`src/rtl/uart_pkg.sv`:
```
// uart_pkg: constants shared by the UART transmit path.
// Launch FSM encodings, default queue depth and byte width.
package uart_pkg;

  localparam int UART_BYTE_W    = 8;
  localparam int TXQ_DEPTH_LOG2 = 4;

  localparam logic [1:0] IDLE      = 2'b00;
  localparam logic [1:0] WAIT_ACT  = 2'b01;
  localparam logic [1:0] WAIT_DONE = 2'b10;
  localparam logic [1:0] GAP       = 2'b11;

endpackage

```
`src/rtl/uart_fifo_mem.sv`:
```
// uart_fifo_mem: byte register array for the transmit queue.
// Synchronous write, asynchronous read, contents never reset.
module uart_fifo_mem
  import uart_pkg::*;
#(
  parameter int DEPTH_LOG2 = TXQ_DEPTH_LOG2
) (
  input  logic                   i_Clock,
  input  logic                   i_Wr_En,
  input  logic [DEPTH_LOG2-1:0]  i_Wr_Addr,
  input  logic [UART_BYTE_W-1:0] i_Wr_Data,
  input  logic [DEPTH_LOG2-1:0]  i_Rd_Addr,
  output logic [UART_BYTE_W-1:0] o_Rd_Data
);

  logic [UART_BYTE_W-1:0] mem [2**DEPTH_LOG2];

  always_ff @(posedge i_Clock) begin
    if (i_Wr_En) mem[i_Wr_Addr] <= i_Wr_Data;
  end

  assign o_Rd_Data = mem[i_Rd_Addr];

endmodule

```
`src/rtl/uart_tx_queue.sv`:
```
// uart_tx_queue: byte FIFO and frame launch control ahead of the UART TX.
// Define UART_TXQ_FLUSH_EN to add the i_Flush queue-discard input.
module uart_tx_queue
  import uart_pkg::*;
#(
  parameter int DEPTH_LOG2 = TXQ_DEPTH_LOG2
) (
  input  logic                   i_Clock,
  input  logic                   i_Rst_H,
`ifdef UART_TXQ_FLUSH_EN
  input  logic                   i_Flush,
`endif
  input  logic                   i_Wr_En,
  input  logic [UART_BYTE_W-1:0] i_Wr_Data,
  output logic                   o_Full,
  output logic                   o_Empty,
  output logic [DEPTH_LOG2:0]    o_Count,
  output logic                   o_Overflow,
  output logic                   o_TX_DV,
  output logic [UART_BYTE_W-1:0] o_TX_Byte,
  input  logic                   i_TX_Active,
  input  logic                   i_TX_Done,
  output logic                   o_Busy
);

  localparam logic [DEPTH_LOG2:0] FULL_CNT =
    (DEPTH_LOG2+1)'(2**DEPTH_LOG2);

  logic [DEPTH_LOG2-1:0]  wr_ptr;
  logic [DEPTH_LOG2-1:0]  rd_ptr;
  logic [DEPTH_LOG2:0]    count;
  logic [DEPTH_LOG2:0]    count_nxt;
  logic [1:0]             state;
  logic [1:0]             state_nxt;
  logic [UART_BYTE_W-1:0] rd_data;
  logic                   flush;
  logic                   wr_ok;
  logic                   launch;

`ifdef UART_TXQ_FLUSH_EN
  assign flush = i_Flush;
`else
  assign flush = 1'b0;
`endif

  // Full is the registered flag, so a pop in the same cycle cannot rescue a write.
  assign wr_ok  = i_Wr_En & ~o_Full & ~flush;
  assign launch = (state == IDLE) & ~o_Empty &
                  ~i_TX_Active & ~i_TX_Done;

  uart_fifo_mem #(.DEPTH_LOG2(DEPTH_LOG2)) u_mem (
    .i_Clock   (i_Clock),
    .i_Wr_En   (wr_ok),
    .i_Wr_Addr (wr_ptr),
    .i_Wr_Data (i_Wr_Data),
    .i_Rd_Addr (rd_ptr),
    .o_Rd_Data (rd_data)
  );

  always_comb begin
    count_nxt = count;
    unique case (1'b1)
      flush:                     count_nxt = '0;
      wr_ok & ~launch:           count_nxt = count + 1'b1;
      ~flush & launch & ~wr_ok:  count_nxt = count - 1'b1;
      default: ;
    endcase
  end

  always_comb begin
    state_nxt = state;
    case (state)
      IDLE:      if (launch) state_nxt = WAIT_ACT;
      WAIT_ACT:  if (i_TX_Active) state_nxt = WAIT_DONE;
      WAIT_DONE: if (i_TX_Done) state_nxt = GAP;
      GAP:       if (!i_TX_Done && !i_TX_Active) state_nxt = IDLE;
      default:   state_nxt = IDLE;
    endcase
  end

  always_ff @(posedge i_Clock) begin
    if (i_Rst_H) begin
      wr_ptr     <= '0;
      rd_ptr     <= '0;
      count      <= '0;
      state      <= IDLE;
      o_Full     <= 1'b0;
      o_Empty    <= 1'b1;
      o_Overflow <= 1'b0;
      o_TX_DV    <= 1'b0;
      o_TX_Byte  <= '0;
    end else begin
      state      <= state_nxt;
      count      <= count_nxt;
      o_Full     <= (count_nxt == FULL_CNT);
      o_Empty    <= (count_nxt == '0);
      o_Overflow <= i_Wr_En & o_Full & ~flush;
      o_TX_DV    <= launch;
      if (wr_ok) wr_ptr <= wr_ptr + 1'b1;
      if (flush) rd_ptr <= wr_ptr;
      else if (launch) rd_ptr <= rd_ptr + 1'b1;
      if (launch) o_TX_Byte <= rd_data;
    end
  end

  assign o_Count = count;
  assign o_Busy  = (state != IDLE);

endmodule

```
`config.mk`:
```
export PLATFORM = sky130hd
export DESIGN_NAME = uart_tx_queue
export DESIGN_NICKNAME = d
export VERILOG_FILES = /design/src/rtl/uart_pkg.sv /design/src/rtl/uart_fifo_mem.sv /design/src/rtl/uart_tx_queue.sv
export SDC_FILE = /design/constraint.sdc
export NUM_CORES = 1
export LEC_CHECK = 0
export CORE_MARGIN = 10
export CORE_UTILIZATION = 64
export DETAILED_ROUTE_END_ITERATION = 6
export PLACE_DENSITY = 0.84
export SYNTH_ARGS = -nofsm -noshare
export SYNTH_HDL_FRONTEND = slang
export SYNTH_HIERARCHICAL = 1
export SYNTH_SLANG_ARGS = --single-unit
export TNS_END_PERCENT = 10
```
`constraint.sdc`:
```
create_clock -name i_Clock -period 7.75 [get_ports i_Clock]
set_input_delay 1.55 -clock i_Clock [delete_from_list [all_inputs] [get_ports i_Clock]]
set_output_delay 1.55 -clock i_Clock [all_outputs]
set_load 0.03 [all_outputs]
```
==> impl_metrics.prom <==
# TYPE chip_impl_metric gauge
chip_impl_metric{name="ys.warnings.count",unit=""} 6
chip_impl_metric{name="clk_path_buf_depth",unit=""} 2
chip_impl_metric{name="powerDensity",unit="nW/um^2"} 267
chip_impl_metric{name="drt_first_iter_violations",unit=""} 312
chip_impl_metric{name="area_of_the_die",unit="um^2"} 14300
chip_impl_metric{name="cts.reportedPaths.clkPinSlew",unit="ns"} 0.07
chip_impl_metric{name="core_area",unit="um^2"} 9680
chip_impl_info{name="synth.top_cells.by_area",value="edfxtp_1 61%, dfxtp_1 8.5%, mux4_2 6.4%, mux4_1 5.8%, ha_1 2.2%"} 1
chip_impl_metric{name="synth_top_cell_area_share",unit="%"} 60.7
chip_impl_metric{name="place.detailed.instances",unit=""} 516
chip_impl_metric{name="mappedNetlistNets",unit=""} 390
chip_impl_metric{name="number_of_pins_exceeding_their_max_slew_limit_in_the_final_report",unit=""} 0
chip_impl_metric{name="clock-sinks",unit=""} 155
chip_impl_metric{name="maxSlewHeadroom",unit="%"} 16.1
chip_impl_metric{name="all_layer_gr_usage",unit="%"} 19.3
chip_impl_info{name="synth_top_flop_cell",value="edfxtp_1"} 1
chip_impl_metric{name="die_w",unit="um"} 119
chip_impl_metric{name="max_cap_viols",unit=""} 0
chip_impl_metric{name="ir_drop",unit="mV"} 0.246
chip_impl_metric{name="p_clk_share",unit="%"} 39.3
chip_impl_metric{name="layout_overhead_on_the_synthesized_area",unit="%"} 14.8
chip_impl_metric{name="layoutNonFillerInstCount",unit=""} 548
chip_impl_info{name="run_status",value="complete, no violations"} 1
chip_impl_metric{name="post_synth_instance_area",unit="um^2"} 6330
chip_impl_metric{name="power.switching",unit="mW"} 0.466
chip_impl_metric{name="cellInternalPower",unit="mW"} 1.48
chip_impl_info{name="rsz0062_at_grt",value="no"} 1
chip_impl_info{name="cts_tree",value="done"} 1
chip_impl_metric{name="synthCells",unit=""} 366
chip_impl_metric{name="hold_viol_final",unit=""} 0
chip_impl_info{name="timing.critical_path.to_type",value="register"} 1
chip_impl_metric{name="max_slew.worst_pin.slew",unit="ns"} 1.25
chip_impl_metric{name="crit_path_max_fanout",unit=""} 10
chip_impl_metric{name="grt_pass1_wl",unit="um"} 20600
chip_impl_metric{name="antenna_left",unit=""} 0
chip_impl_metric{name="n_antenna_cell",unit=""} 0
chip_impl_metric{name="io-pin-count",unit=""} 31
chip_impl_metric{name="grt_remaining_overflow",unit=""} 0
chip_impl_metric{name="clock-skew-final",unit="ns"} 0.00908
chip_impl_metric{name="finalSetupViolations",unit=""} 0
chip_impl_metric{name="worstPathArrival",unit="ns"} 4.58
chip_impl_info{name="yosys.cell_count.top_type",value="edfxtp_1"} 1
chip_impl_metric{name="post_cts_setup_buffers",unit=""} 0
chip_impl_metric{name="setup_total_negative_slack",unit="ns"} 0
chip_impl_metric{name="grt_antenna_before_repair",unit=""} 0
chip_impl_metric{name="placement_rows",unit=""} 36
chip_impl_metric{name="final_core_utilization",unit="%"} 75.0
chip_impl_metric{name="synth_seq_cells",unit=""} 155
chip_impl_metric{name="clk_latency",unit="ns"} 0.53
chip_impl_metric{name="gpl.final_weighted_congestion",unit=""} 0.818
chip_impl_info{name="worstHoldPathType",value="register to register"} 1
chip_impl_metric{name="start_util",unit="%"} 65.3
chip_impl_metric{name="synthArstFlopShare",unit="%"} 0
chip_impl_metric{name="final.period_utilization",unit="%"} 53.1
chip_impl_metric{name="grt_max_degree",unit=""} 36
chip_impl_metric{name="cts.htree.levels",unit=""} 4
chip_impl_metric{name="p_leak",unit="nW"} 2.43
chip_impl_metric{name="detailedPlacementHpwl",unit="um"} 7770
chip_impl_metric{name="power.share.sequential",unit="%"} 48.8
chip_impl_info{name="worstSetupStartpointType",value="primary input"} 1
chip_impl_metric{name="detail_route.drc_violations",unit=""} 0
chip_impl_info{name="netlist_top_cells_count",value="128 x edfxtp_1, 30 x nand2_1, 30 x nor2_1, 27 x dfxtp_1, 18 x mux4_2"} 1
chip_impl_metric{name="vias",unit=""} 3472
chip_impl_metric{name="die_h",unit="um"} 119
chip_impl_metric{name="drt_wl_total",unit="um"} 13100
chip_impl_metric{name="cts_hold_repair.buffers",unit=""} 0
chip_impl_metric{name="ys_types",unit=""} 44
chip_impl_metric{name="first_global_vias",unit=""} 3566
chip_impl_metric{name="port_buffers",unit=""} 30
chip_impl_metric{name="finalWorstSetupSlack",unit="ns"} 3.63
chip_impl_metric{name="final.min_clock_period",unit="ns"} 4.12
chip_impl_metric{name="cts-buffers-inserted",unit=""} 17
chip_impl_metric{name="p_sw_share",unit="%"} 24.0
chip_impl_metric{name="max_freq",unit="GHz"} 0.243
chip_impl_metric{name="post_route_cells_drive_above_1_share",unit="%"} 15.4
chip_impl_metric{name="drtPass1Iterations",unit=""} 5
chip_impl_metric{name="report.power.total",unit="mW"} 1.94
chip_impl_metric{name="drt-vias-per-instance",unit=""} 6.34
chip_impl_metric{name="final_net_count",unit=""} 426
chip_impl_metric{name="dp_worst_setup_slack",unit="ns"} 3.10
chip_impl_metric{name="synth-edff-count",unit=""} 128
chip_impl_metric{name="post_cts.resized_instances",unit=""} 0
chip_impl_metric{name="synth.avg_cell_area",unit="um^2"} 17.3
chip_impl_metric{name="routedWlPerCell",unit="um"} 24.0
chip_impl_info{name="synth.largest_area_cell",value="edfxtp_1"} 1
chip_impl_info{name="timing.setup.critical_path_class",value="primary input to register"} 1
chip_impl_metric{name="comb_power_share",unit="%"} 11.8
chip_impl_info{name="cts_root_buf",value="clkbuf_8"} 1
chip_impl_metric{name="crit_required",unit="ns"} 8.21
chip_impl_metric{name="synth_seq_area_share",unit="%"} 69.3
stage by stage:
step,instance area [um^2],hold WS (ns)
finish,7270,0.456
floorplan,6330,0.512
CTS,7270,0.459
detailed placement,6710,0.450
global placement,6710,0.448
global route,7270,0.483
area by class of cell:
cell class / count / area [um^2]
Sequential cell: 155 / 4390
Fill cell: 553 / 2420
Multi-Input combinational cell: 187 / 1790
Clock buffer: 22 / 497
Timing Repair Buffer: 35 / 338
Tap cell: 133 / 166
Clock inverter: 10 / 62.6
Inverter: 6 / 23.8
registers in the layout, summed over array words and instances (netlist names):
signal,cells
rd_ptr,4
o_Full,1
o_TX_DV,1
wr_ptr,4
o_TX_Byte,8
state,2
o_Overflow,1
o_Count,5
o_Empty,1
u_mem/mem,128
worst max-delay path, cell delays in order:
cell and delay (ns):
clkdlybuf4s50_1 0.46, nor2b_1 0.65, inv_1 0.15, ha_1 0.35, xor2_1 0.20, ha_1 0.23
a21oi_1 0.17, mux2i_1 0.26, xor2_1 0.27, o211ai_1 0.13, a21oi_1 0.16
layout by cell type, fill, tap and decap left out, types with 2 or more instances in the layout:
cell / instances
a211oi_1: 2
a21oi_1: 11
a22oi_1: 16
buf_4: 5
clkbuf_1: 2
clkbuf_16: 19
clkdlybuf4s50_1: 30
clkinv_2: 5
clkinvlp_4: 4
dfxtp_1: 26
edfxtp_1: 128
ha_1: 11
inv_1: 4
mux2i_1: 6
mux4_1: 14
mux4_2: 18
nand2_1: 30
nand2b_1: 4
nand3b_1: 3
nand4_1: 2
nor2_1: 30
nor2b_1: 4
nor3_1: 5
nor3b_1: 2
o2111a_1: 2
o21ai_0: 2
xnor2_1: 3
xor2_1: 7
per-layer routing:
metal	wire length (um)	part of all wire, %	GRT usage, %
met3	1070	8.1	5.34
met1	5020	38	23.5
met4	296	2.3	8.14
met5	0	0	0
met2	6750	51	32.0
logic make-up (layout without fill, tap and decap cells):
family                     after synthesis  count (layout)  share of synthesized area (%)
adders and majority gates               11              11                           2.18
muxes                                   39              39                           13.4
buffers and inverters                   24              73                           2.37
AOI/OAI and AO/OA                       39              39                           4.69
DFF                                    155             155                           69.3
and+or+nand+nor                         88              88                           6.68
xor gates and xnor gates                10              10                           1.38
power groups by stage:
stage	Combinational, mW	Sequential (mW)	Clock (mW)
2_1_floorplan	0.147	0.978	0
6_report	0.230	0.948	0.764
3_5_place_dp	0.230	0.966	0
4_1_cts	0.232	0.949	0.773
5_1_grt	0.251	0.952	0.808
3_3_place_gp	0.223	0.963	0
worst paths after layout:
check,from,endpoint,slack (ns),cells after the start
setup / recovery,i_Wr_En,o_Empty$_SDFF_PP1_,3.63,11
hold / removal,o_TX_Byte[0]$_SDFFE_PP0P_,o_TX_Byte[0]$_SDFFE_PP0P_,0.46,2
setup reg to reg,state[0]$_SDFFE_PP0P_,o_Full$_SDFF_PP0_,4.49,13
hold reg to reg,o_TX_Byte[0]$_SDFFE_PP0P_,o_TX_Byte[0]$_SDFFE_PP0P_,0.46,2
Note: power is estimated with default switching activity, not from simulation.
